--- src/rtl/mcds_pkg.sv ---
// Shared constants and types for the multi-channel data synchronizer.
// Imported by mcds_channel and multi_channel_data_synchronizer.
package mcds_pkg;

    localparam int PULSE_MODE_LEVEL  = 0;
    localparam int PULSE_MODE_TOGGLE = 1;
    localparam int MIN_STAGES        = 2;
    localparam int MAX_STAGES        = 4;
    localparam int MAX_CHANNELS      = 8;

    typedef enum logic {
        CH_EMPTY = 1'b0,
        CH_FULL  = 1'b1
    } ch_state_e;

endpackage

--- src/rtl/mcds_channel.sv ---
// One channel: enable synchronizer chain, edge detect, held data word,
// valid/ready handshake and sticky overflow flag.
// Optional macro MCDS_ACK_TOGGLE_EN adds o_ack_toggle.
// Ports:
//   clk, reset_n       destination clock, async active-low reset
//   i_enable           unsynchronized enable / toggle line
//   i_data             source word, stable while the enable is in flight
//   i_ready            consumer accepts the held word
//   i_clear_overflow   synchronous clear of the overflow flag
//   o_enable_pulse     one-cycle pulse in the cycle a word lands
//   o_valid            word held and not yet accepted
//   o_data             captured word
//   o_overflow         sticky: a held word was overwritten unaccepted
//   o_ack_toggle       (macro only) toggles on every accept
module mcds_channel
    import mcds_pkg::*;
#(
    parameter int NUM_OF_STAGES = 3,
    parameter int BUS_WIDTH     = 8,
    parameter int PULSE_MODE    = 0
) (
    input  logic                 clk,
    input  logic                 reset_n,
    input  logic                 i_enable,
    input  logic [BUS_WIDTH-1:0] i_data,
    input  logic                 i_ready,
    input  logic                 i_clear_overflow,
    output logic                 o_enable_pulse,
    output logic                 o_valid,
    output logic [BUS_WIDTH-1:0] o_data,
`ifdef MCDS_ACK_TOGGLE_EN
    output logic                 o_ack_toggle,
`endif
    output logic                 o_overflow
);

    logic [NUM_OF_STAGES-1:0] r_sync;
    logic                     r_prev;
    logic [BUS_WIDTH-1:0]     r_data;
    logic                     r_pulse;
    logic                     r_overflow;
    ch_state_e                r_state;
    ch_state_e                w_state_nxt;
    logic                     w_sync;
    logic                     w_qualify;
    logic                     w_accept;
    logic                     w_ovf_set;

    assign w_sync = r_sync[NUM_OF_STAGES-1];

    // Toggle mode treats either edge as a new word; level mode only rising.
    assign w_qualify = (PULSE_MODE == PULSE_MODE_TOGGLE) ?
                       (w_sync ^ r_prev) : (w_sync & ~r_prev);

    always_ff @(posedge clk or negedge reset_n) begin
        if (!reset_n) begin
            r_sync <= '0;
            r_prev <= 1'b0;
        end else begin
            r_sync <= {r_sync[NUM_OF_STAGES-2:0], i_enable};
            r_prev <= w_sync;
        end
    end

    always_comb begin
        w_state_nxt = r_state;
        w_accept    = 1'b0;
        w_ovf_set   = 1'b0;
        unique case (r_state)
            CH_EMPTY: begin
                if (w_qualify) w_state_nxt = CH_FULL;
            end
            CH_FULL: begin
                w_accept  = i_ready;
                // A new word arriving while the old one is unaccepted is lost data.
                w_ovf_set = w_qualify & ~i_ready;
                if (i_ready && !w_qualify) w_state_nxt = CH_EMPTY;
            end
        endcase
    end

    always_ff @(posedge clk or negedge reset_n) begin
        if (!reset_n) begin
            r_state    <= CH_EMPTY;
            r_data     <= '0;
            r_pulse    <= 1'b0;
            r_overflow <= 1'b0;
        end else begin
            r_state <= w_state_nxt;
            r_pulse <= w_qualify;
            if (w_qualify) r_data <= i_data;
            if (w_ovf_set) begin
                r_overflow <= 1'b1;
            end else if (i_clear_overflow) begin
                r_overflow <= 1'b0;
            end
        end
    end

`ifdef MCDS_ACK_TOGGLE_EN
    logic r_ack;

    always_ff @(posedge clk or negedge reset_n) begin
        if (!reset_n) begin
            r_ack <= 1'b0;
        end else if (w_accept) begin
            r_ack <= ~r_ack;
        end
    end

    assign o_ack_toggle = r_ack;
`else
    logic w_unused_accept;
    assign w_unused_accept = w_accept;
`endif

    assign o_enable_pulse = r_pulse;
    assign o_valid        = (r_state == CH_FULL);
    assign o_data         = r_data;
    assign o_overflow     = r_overflow;

endmodule

--- src/rtl/multi_channel_data_synchronizer.sv ---
// Multi-channel enable-qualified synchronizer in the destination domain.
// Optional macro MCDS_ACK_TOGGLE_EN adds ack_toggle_out.
// Ports (NC = NUM_CHANNELS, W = BUS_WIDTH):
//   clk, reset_n            destination clock, async active-low reset
//   bus_enable_in[NC]       unsynchronized per-channel enable/toggle
//   unsync_data_in[NC*W]    channel c at [c*W +: W]
//   ready_in[NC]            consumer accept
//   clear_overflow_in[NC]   synchronous overflow clear
//   enable_pulse_out[NC]    one-cycle load pulse
//   sync_valid_out[NC]      word held, not yet accepted
//   sync_data_out[NC*W]     captured words, same packing
//   overflow_out[NC]        sticky overwrite flag
//   ack_toggle_out[NC]      (macro only) toggles on each accept
module multi_channel_data_synchronizer
    import mcds_pkg::*;
#(
    parameter int NUM_OF_STAGES = 3,
    parameter int BUS_WIDTH     = 8,
    parameter int NUM_CHANNELS  = 2,
    parameter int PULSE_MODE    = 0
) (
    input  logic                              clk,
    input  logic                              reset_n,
    input  logic [NUM_CHANNELS-1:0]           bus_enable_in,
    input  logic [NUM_CHANNELS*BUS_WIDTH-1:0] unsync_data_in,
    input  logic [NUM_CHANNELS-1:0]           ready_in,
    input  logic [NUM_CHANNELS-1:0]           clear_overflow_in,
    output logic [NUM_CHANNELS-1:0]           enable_pulse_out,
    output logic [NUM_CHANNELS-1:0]           sync_valid_out,
    output logic [NUM_CHANNELS*BUS_WIDTH-1:0] sync_data_out,
`ifdef MCDS_ACK_TOGGLE_EN
    output logic [NUM_CHANNELS-1:0]           ack_toggle_out,
`endif
    output logic [NUM_CHANNELS-1:0]           overflow_out
);

    if (NUM_OF_STAGES < MIN_STAGES || NUM_OF_STAGES > MAX_STAGES) begin : g_bad_stages
        $error("NUM_OF_STAGES out of range 2..4");
    end
    if (NUM_CHANNELS < 1 || NUM_CHANNELS > MAX_CHANNELS) begin : g_bad_channels
        $error("NUM_CHANNELS out of range 1..8");
    end
    if (PULSE_MODE != PULSE_MODE_LEVEL && PULSE_MODE != PULSE_MODE_TOGGLE) begin : g_bad_mode
        $error("PULSE_MODE must be 0 or 1");
    end
    if (BUS_WIDTH < 1) begin : g_bad_width
        $error("BUS_WIDTH must be at least 1");
    end

    for (genvar g = 0; g < NUM_CHANNELS; g++) begin : g_ch
        mcds_channel #(
            .NUM_OF_STAGES (NUM_OF_STAGES),
            .BUS_WIDTH     (BUS_WIDTH),
            .PULSE_MODE    (PULSE_MODE)
        ) u_ch (
            .clk              (clk),
            .reset_n          (reset_n),
            .i_enable         (bus_enable_in[g]),
            .i_data           (unsync_data_in[g*BUS_WIDTH +: BUS_WIDTH]),
            .i_ready          (ready_in[g]),
            .i_clear_overflow (clear_overflow_in[g]),
            .o_enable_pulse   (enable_pulse_out[g]),
            .o_valid          (sync_valid_out[g]),
            .o_data           (sync_data_out[g*BUS_WIDTH +: BUS_WIDTH]),
`ifdef MCDS_ACK_TOGGLE_EN
            .o_ack_toggle     (ack_toggle_out[g]),
`endif
            .o_overflow       (overflow_out[g])
        );
    end

endmodule

--- config.mk ---
export PLATFORM = sky130hd
export DESIGN_NAME = multi_channel_data_synchronizer
export DESIGN_NICKNAME = d
export VERILOG_FILES = /design/src/rtl/mcds_pkg.sv /design/src/rtl/mcds_channel.sv /design/src/rtl/multi_channel_data_synchronizer.sv
export SDC_FILE = /design/constraint.sdc
export NUM_CORES = 1
export LEC_CHECK = 0
export CAP_MARGIN = 30
export CORE_MARGIN = 2
export CORE_UTILIZATION = 37
export DETAILED_ROUTE_END_ITERATION = 8
export PLACE_DENSITY = 0.74
export SETUP_SLACK_MARGIN = 0.4
export SYNTH_ARGS = -nofsm -noshare
export SYNTH_HDL_FRONTEND = slang
export SYNTH_HIERARCHICAL = 1
export SYNTH_SLANG_ARGS = --single-unit
--- constraint.sdc ---
create_clock -name clk -period 1 [get_ports clk]
set_input_delay 0.3 -clock clk [delete_from_list [all_inputs] [get_ports clk]]
set_output_delay 0.3 -clock clk [all_outputs]
set_load 0.02 [all_outputs]
==> After elaboration in Yosys (flattened, before gate mapping) <==
Cells that the tools add are included.
Widths: inputs -> output; s select.
{ "word_totals": {"register_bits": 30, "inputBits": 24, "output_inout_bits": 22} }
{ "classes": {"mux": 12, "bitwise": 10, "n_reduce_logical": 6} }
{ "op_table": {"columns": ["cell", "n"], "rows": [
  ["$mux 1", 10],
  ["$not 1->1", 6],
  ["$and 1x1->1", 4],
  ["$pmux 1 s2", 2],
  ["$reduce_bool 2->1", 2],
  ["$logic_and 1x1->1", 2],
  ["$logic_not 1->1", 2]
]} }

==> Depth between registers and ports, before layout <==
{ "logic_depth": {"depth_word": 6, "mapped_depth": 3, "mapped_depth_nobuf": 3} }

==> By module <==
Netlist, hierarchy kept.
{ "modules_own_cells": {"columns": ["module", "n_inst", "cells_each", "area_each_um2", "seq_area_each_um2"], "rows": [
  ["mcds_channel", 2, 29, 538.0, 375.4]
]} }

==> Worst setup path after synthesis <==
OpenSTA, ideal clock, no wires.
{ "synth_path": {"path_kind": "register to register", "startpoint": "reg g_ch[0].u_ch.r_prev", "endpoint": "reg g_ch[0].u_ch.r_data[0]", "arrival_time_ps": 887, "t_required_ps": 875, "setup_slack_ps": -12, "path_stages_with_launch": 4, "period_less_slack_ps": 1012, "cell_sequence": "dfrtp_1 > nand2b_4 > inv_6 > mux2_4"} }
{ "synth_between": {"elab_chain_cells": 2} }
{ "synth_rtl": {"columns": ["item", "line", "source"], "rows": [
  ["start: declaration", "mcds_channel.sv:38", "logic r_prev;"],
  ["start signal: assignment", "mcds_channel.sv:61", "r_prev <= w_sync;"],
  ["$not 1->1", "mcds_channel.sv:53", "(w_sync ^ r_prev) : (w_sync & ~r_prev);"],
  ["$and 1x1->1", "mcds_channel.sv:53", null],
  ["net g_ch[0].u_ch.w_qualify", "mcds_channel.sv:45", "logic w_qualify;"],
  ["end signal: assignment", "mcds_channel.sv:91", "if (w_qualify) r_data <= i_data;"],
  ["end: declaration", "mcds_channel.sv:39", "logic [BUS_WIDTH-1:0] r_data;"]
]} }
The timed path passes the listed nets, and every way through them passes these cells.
A chain may end at the register's enable or synchronous reset.

==> Final worst setup path <==
{ "layout_path": {"startpoint": "reg g_ch[0].u_ch.r_overflow", "endpoint": "out overflow_out[0]"} }
{ "layout_lines": {"columns": ["item", "line", "source"], "rows": [
  ["start: declaration", "mcds_channel.sv:41", "logic r_overflow;"],
  ["start signal: assignment", "mcds_channel.sv:87", "r_overflow <= 1'b0;"],
  ["start signal: assignment", "mcds_channel.sv:93", "r_overflow <= 1'b1;"],
  ["start signal: assignment", "mcds_channel.sv:95", "r_overflow <= 1'b0;"],
  ["end: declaration", "multi_channel_data_synchronizer.sv:34", "output logic [NUM_CHANNELS-1:0] overflow_out"]
]} }
No word-level cell between the ends.

==> flow_summary.toml <==
[outcome]
status = "complete, but fails checks"
violations = "negative setup slack"

[critical_path]
timing.rr.start = "g_ch[1].u_ch/r_prev$_DFF_PN0_"
startpoint = "g_ch[0].u_ch/o_overflow$_DFFE_PN0P_"
max_stage_delay_ns = 0.42
startpoint_type = "register"
path_depth = 1
cp_cell_sequence = "buf_6"
cp_top_family = "flip-flops"
worstSetupEndpoint = "overflow_out[0]"
cp-end-kind = "primary output"
crit_required_ns = 0.70
slowest_stage = "dfrtp_2"
rr_worst_depth = 3
reg2reg_slack_ns = -0.07
path_buf_inv = 1
r2r_end = "g_ch[1].u_ch/o_data[4]$_DFFE_PN0P_"
crit_type = "register to primary output"
arrival_ns = 0.87
cp_max_fo = 2

[drt]
drtIter0Drc = 6
drc_errors = 0
avgViaCountPerCell = 4.522
final_antenna_net_count = 0
wirelength_um = 2230
vias = 710
wl_per_cell_um = 14.20
drt_pre_antenna_iters = 2

[global_routing]
track_usage_pct = 14.66
grt_pass1_vias = 798
grt_max_degree = 31
antenna_found_initial = 0
grt_first_pass_wirelength_um = 3498
grt_overflow = 0

[pwr]
power_uw = 2907
p_leak_uw = 0.0008590
vdd_drop_max_uv = 1325
pwr-share-comb_pct = 28.3
swShare_pct = 26.58
p_int_uw = 2134
seqPwrFrac_pct = 49.3
p_sw_uw = 772.7
power_density_nw_per_um2 = 1603
clock_power_share_pct = 22.4

[clock_tree]
cts_tree = "done"
insertion_delay_ns = 0.31
clock_sinks = 30
root_buffer = "clkbuf_4"
cts_hold_buf = 0
path_clk_slew_ns = 0.09
cts_made_buffers = 5
cts_buffer_depth = 2
htreeDepth = 2

[timing]
final.period_utilization_pct = 116.8
rsz0062_at_grt = "true"
slew_headroom_pct = 89.24
max_slew.worst_pin.slew_ns = 0.1614
setup-tns-final_ns = -4.130
hold_violations = 0
min_period_ns = 1.168
max_freq_mhz = 856.2
layout_setup_ws_ns = -0.1680
drv_slew = 0
finalSetupViolCount = 38
clock_skew_ns = 0.006531

[die]
die_h_um = 57.93
start_util_pct = 39.02
row_count = 19
core_sq_um = 2758
boundaryPins = 46
die_w_um = 57.93
dieArea_sq_um = 3355

[synthesis]
synth_area_sq_um = 1076
syn-num-nets = 82
seq_area_frac_synth_pct = 69.77
syn_inst = 58
ys_warn_count = 6
synth_seq_cells = 30
synth.distinct_cells = 8
avgSynthCellArea_sq_um = 18.55

[placed_design]
place_congestion = 0.6138
pre_cts_slack_ns = -0.2501
numPortBuffers = 45
hpwl_um = 1411

[run]
maxCapViolCount = 0

[final_layout]
syn_to_final_growth_pct = 68.49
fin_nets = 149
antenna_cells = 0
layout-drive-gt1-share_pct = 55.56

[hold_path]
hold_path.class = "input pin to asynchronous set/reset pin"
==> synthesized netlist by cell type <==
cell type | number | share of area [%]
inv_6 | 2 | 1.6
mux2_4 | 16 | 22
inv_1 | 2 | 0.70
nand2b_1 | 2 | 1.2
nand2b_4 | 2 | 2.6
nand2_1 | 2 | 0.70
dfrtp_1 | 30 | 70
o22ai_1 | 2 | 1.2
==> routing by layer <==
| layer | GRT usage [%] | routed length, um |
|---|---|---|
| met5 | 0 | 0 |
| met4 | 6.977 | 38 |
| met3 | 7.143 | 171 |
| met2 | 24.19 | 1173 |
| met1 | 15.75 | 847 |
==> flip-flops by register name, summed over array words and instances (netlist names) <==
register                  cells
g_ch.u_ch/r_prev              2
g_ch.u_ch/r_sync              6
g_ch.u_ch/o_overflow          2
g_ch.u_ch/o_enable_pulse      2
g_ch.u_ch/o_data             16
g_ch.u_ch/o_valid             2
==> worst min-delay path by stage <==
stage / from / end / slack [ns] / depth (start not counted)
finish: reset_n / g_ch[1].u_ch/o_data[0]$_DFFE_PN0P_ / 0.34 / 2
global route: reset_n / g_ch[0].u_ch/r_sync[2]$_DFF_PN0_ / 0.33 / 2
CTS: reset_n / g_ch[0].u_ch/r_sync[2]$_DFF_PN0_ / 0.33 / 2
detailed placement: g_ch[0].u_ch/r_sync[0]$_DFF_PN0_ / g_ch[0].u_ch/r_sync[1]$_DFF_PN0_ / 0.33 / 0
global placement: g_ch[1].u_ch/r_sync[1]$_DFF_PN0_ / g_ch[1].u_ch/r_sync[2]$_DFF_PN0_ / 0.33 / 0
floorplan: reset_n / g_ch[0].u_ch/o_data[0]$_DFFE_PN0P_ / 0.004 / 0
==> per-stage QoR <==
stage | cell area, sq um | cells | utilization, % | hold slack [ns]
floorplan | 1086 | 58 | - | 0.004409
global placement | 1610 | 137 | 58.39 | 0.3330
detailed placement | 1610 | 137 | 58.39 | 0.3347
CTS | 1757 | 152 | 63.70 | 0.3250
global route | 1813 | 157 | 65.74 | 0.3288
finish | 1813 | 157 | 65.74 | 0.3351
==> kinds of logic (layout without fill, tap and decap cells) <==
| logic type | after synthesis | count (layout) | share of synthesized area [%] |
|---|---|---|---|
| AO/OA/AOI/OAI | 2 | 2 | 1.163 |
| multiplexers | 16 | 16 | 22.33 |
| AND/OR/NAND/NOR | 6 | 6 | 4.419 |
| flip-flops | 30 | 30 | 69.77 |
| buffers and inverters | 4 | 72 | 2.326 |
==> power groups by stage <==
| stage | Sequential (uW) | Clock, uW | Combinational, uW |
|---|---|---|---|
| CTS | 1430 | 692 | 781 |
| detailed placement | 1430 | 0 | 714 |
| finish | 1430 | 651 | 823 |
| global placement | 1430 | 0 | 705 |
| floorplan | 1570 | 0 | 191 |
| global route | 1450 | 746 | 867 |
==> what timing repair did <==
item                       4_1_cts  5_1_grt
gates cloned                     2        0
buffers inserted                 5        5
setup endpoints to repair       44       45
pin swaps                        0        2
gates resized for setup        136        6
==> area by class of cell <==
cell class | instances | area (sq um)
clock buffers | 8 | 48.80
repair inverters | 2 | 15.01
inverters | 4 | 30.03
well taps | 31 | 38.79
flip-flops and latches | 30 | 755.7
fillers | 220 | 944.7
repair buffers | 58 | 606.8
multi-input cells | 24 | 317.8
==> cells in the final DEF (no fill, tap or decap), drive strengths merged <==
master,n
dfrtp,30
o22ai,2
nand2,2
inv,6
buf,35
mux2,16
nand2b,4
clkdlybuf4s50,23
clkbuf,8
No activity file was read; power rests on OpenSTA's default activity.
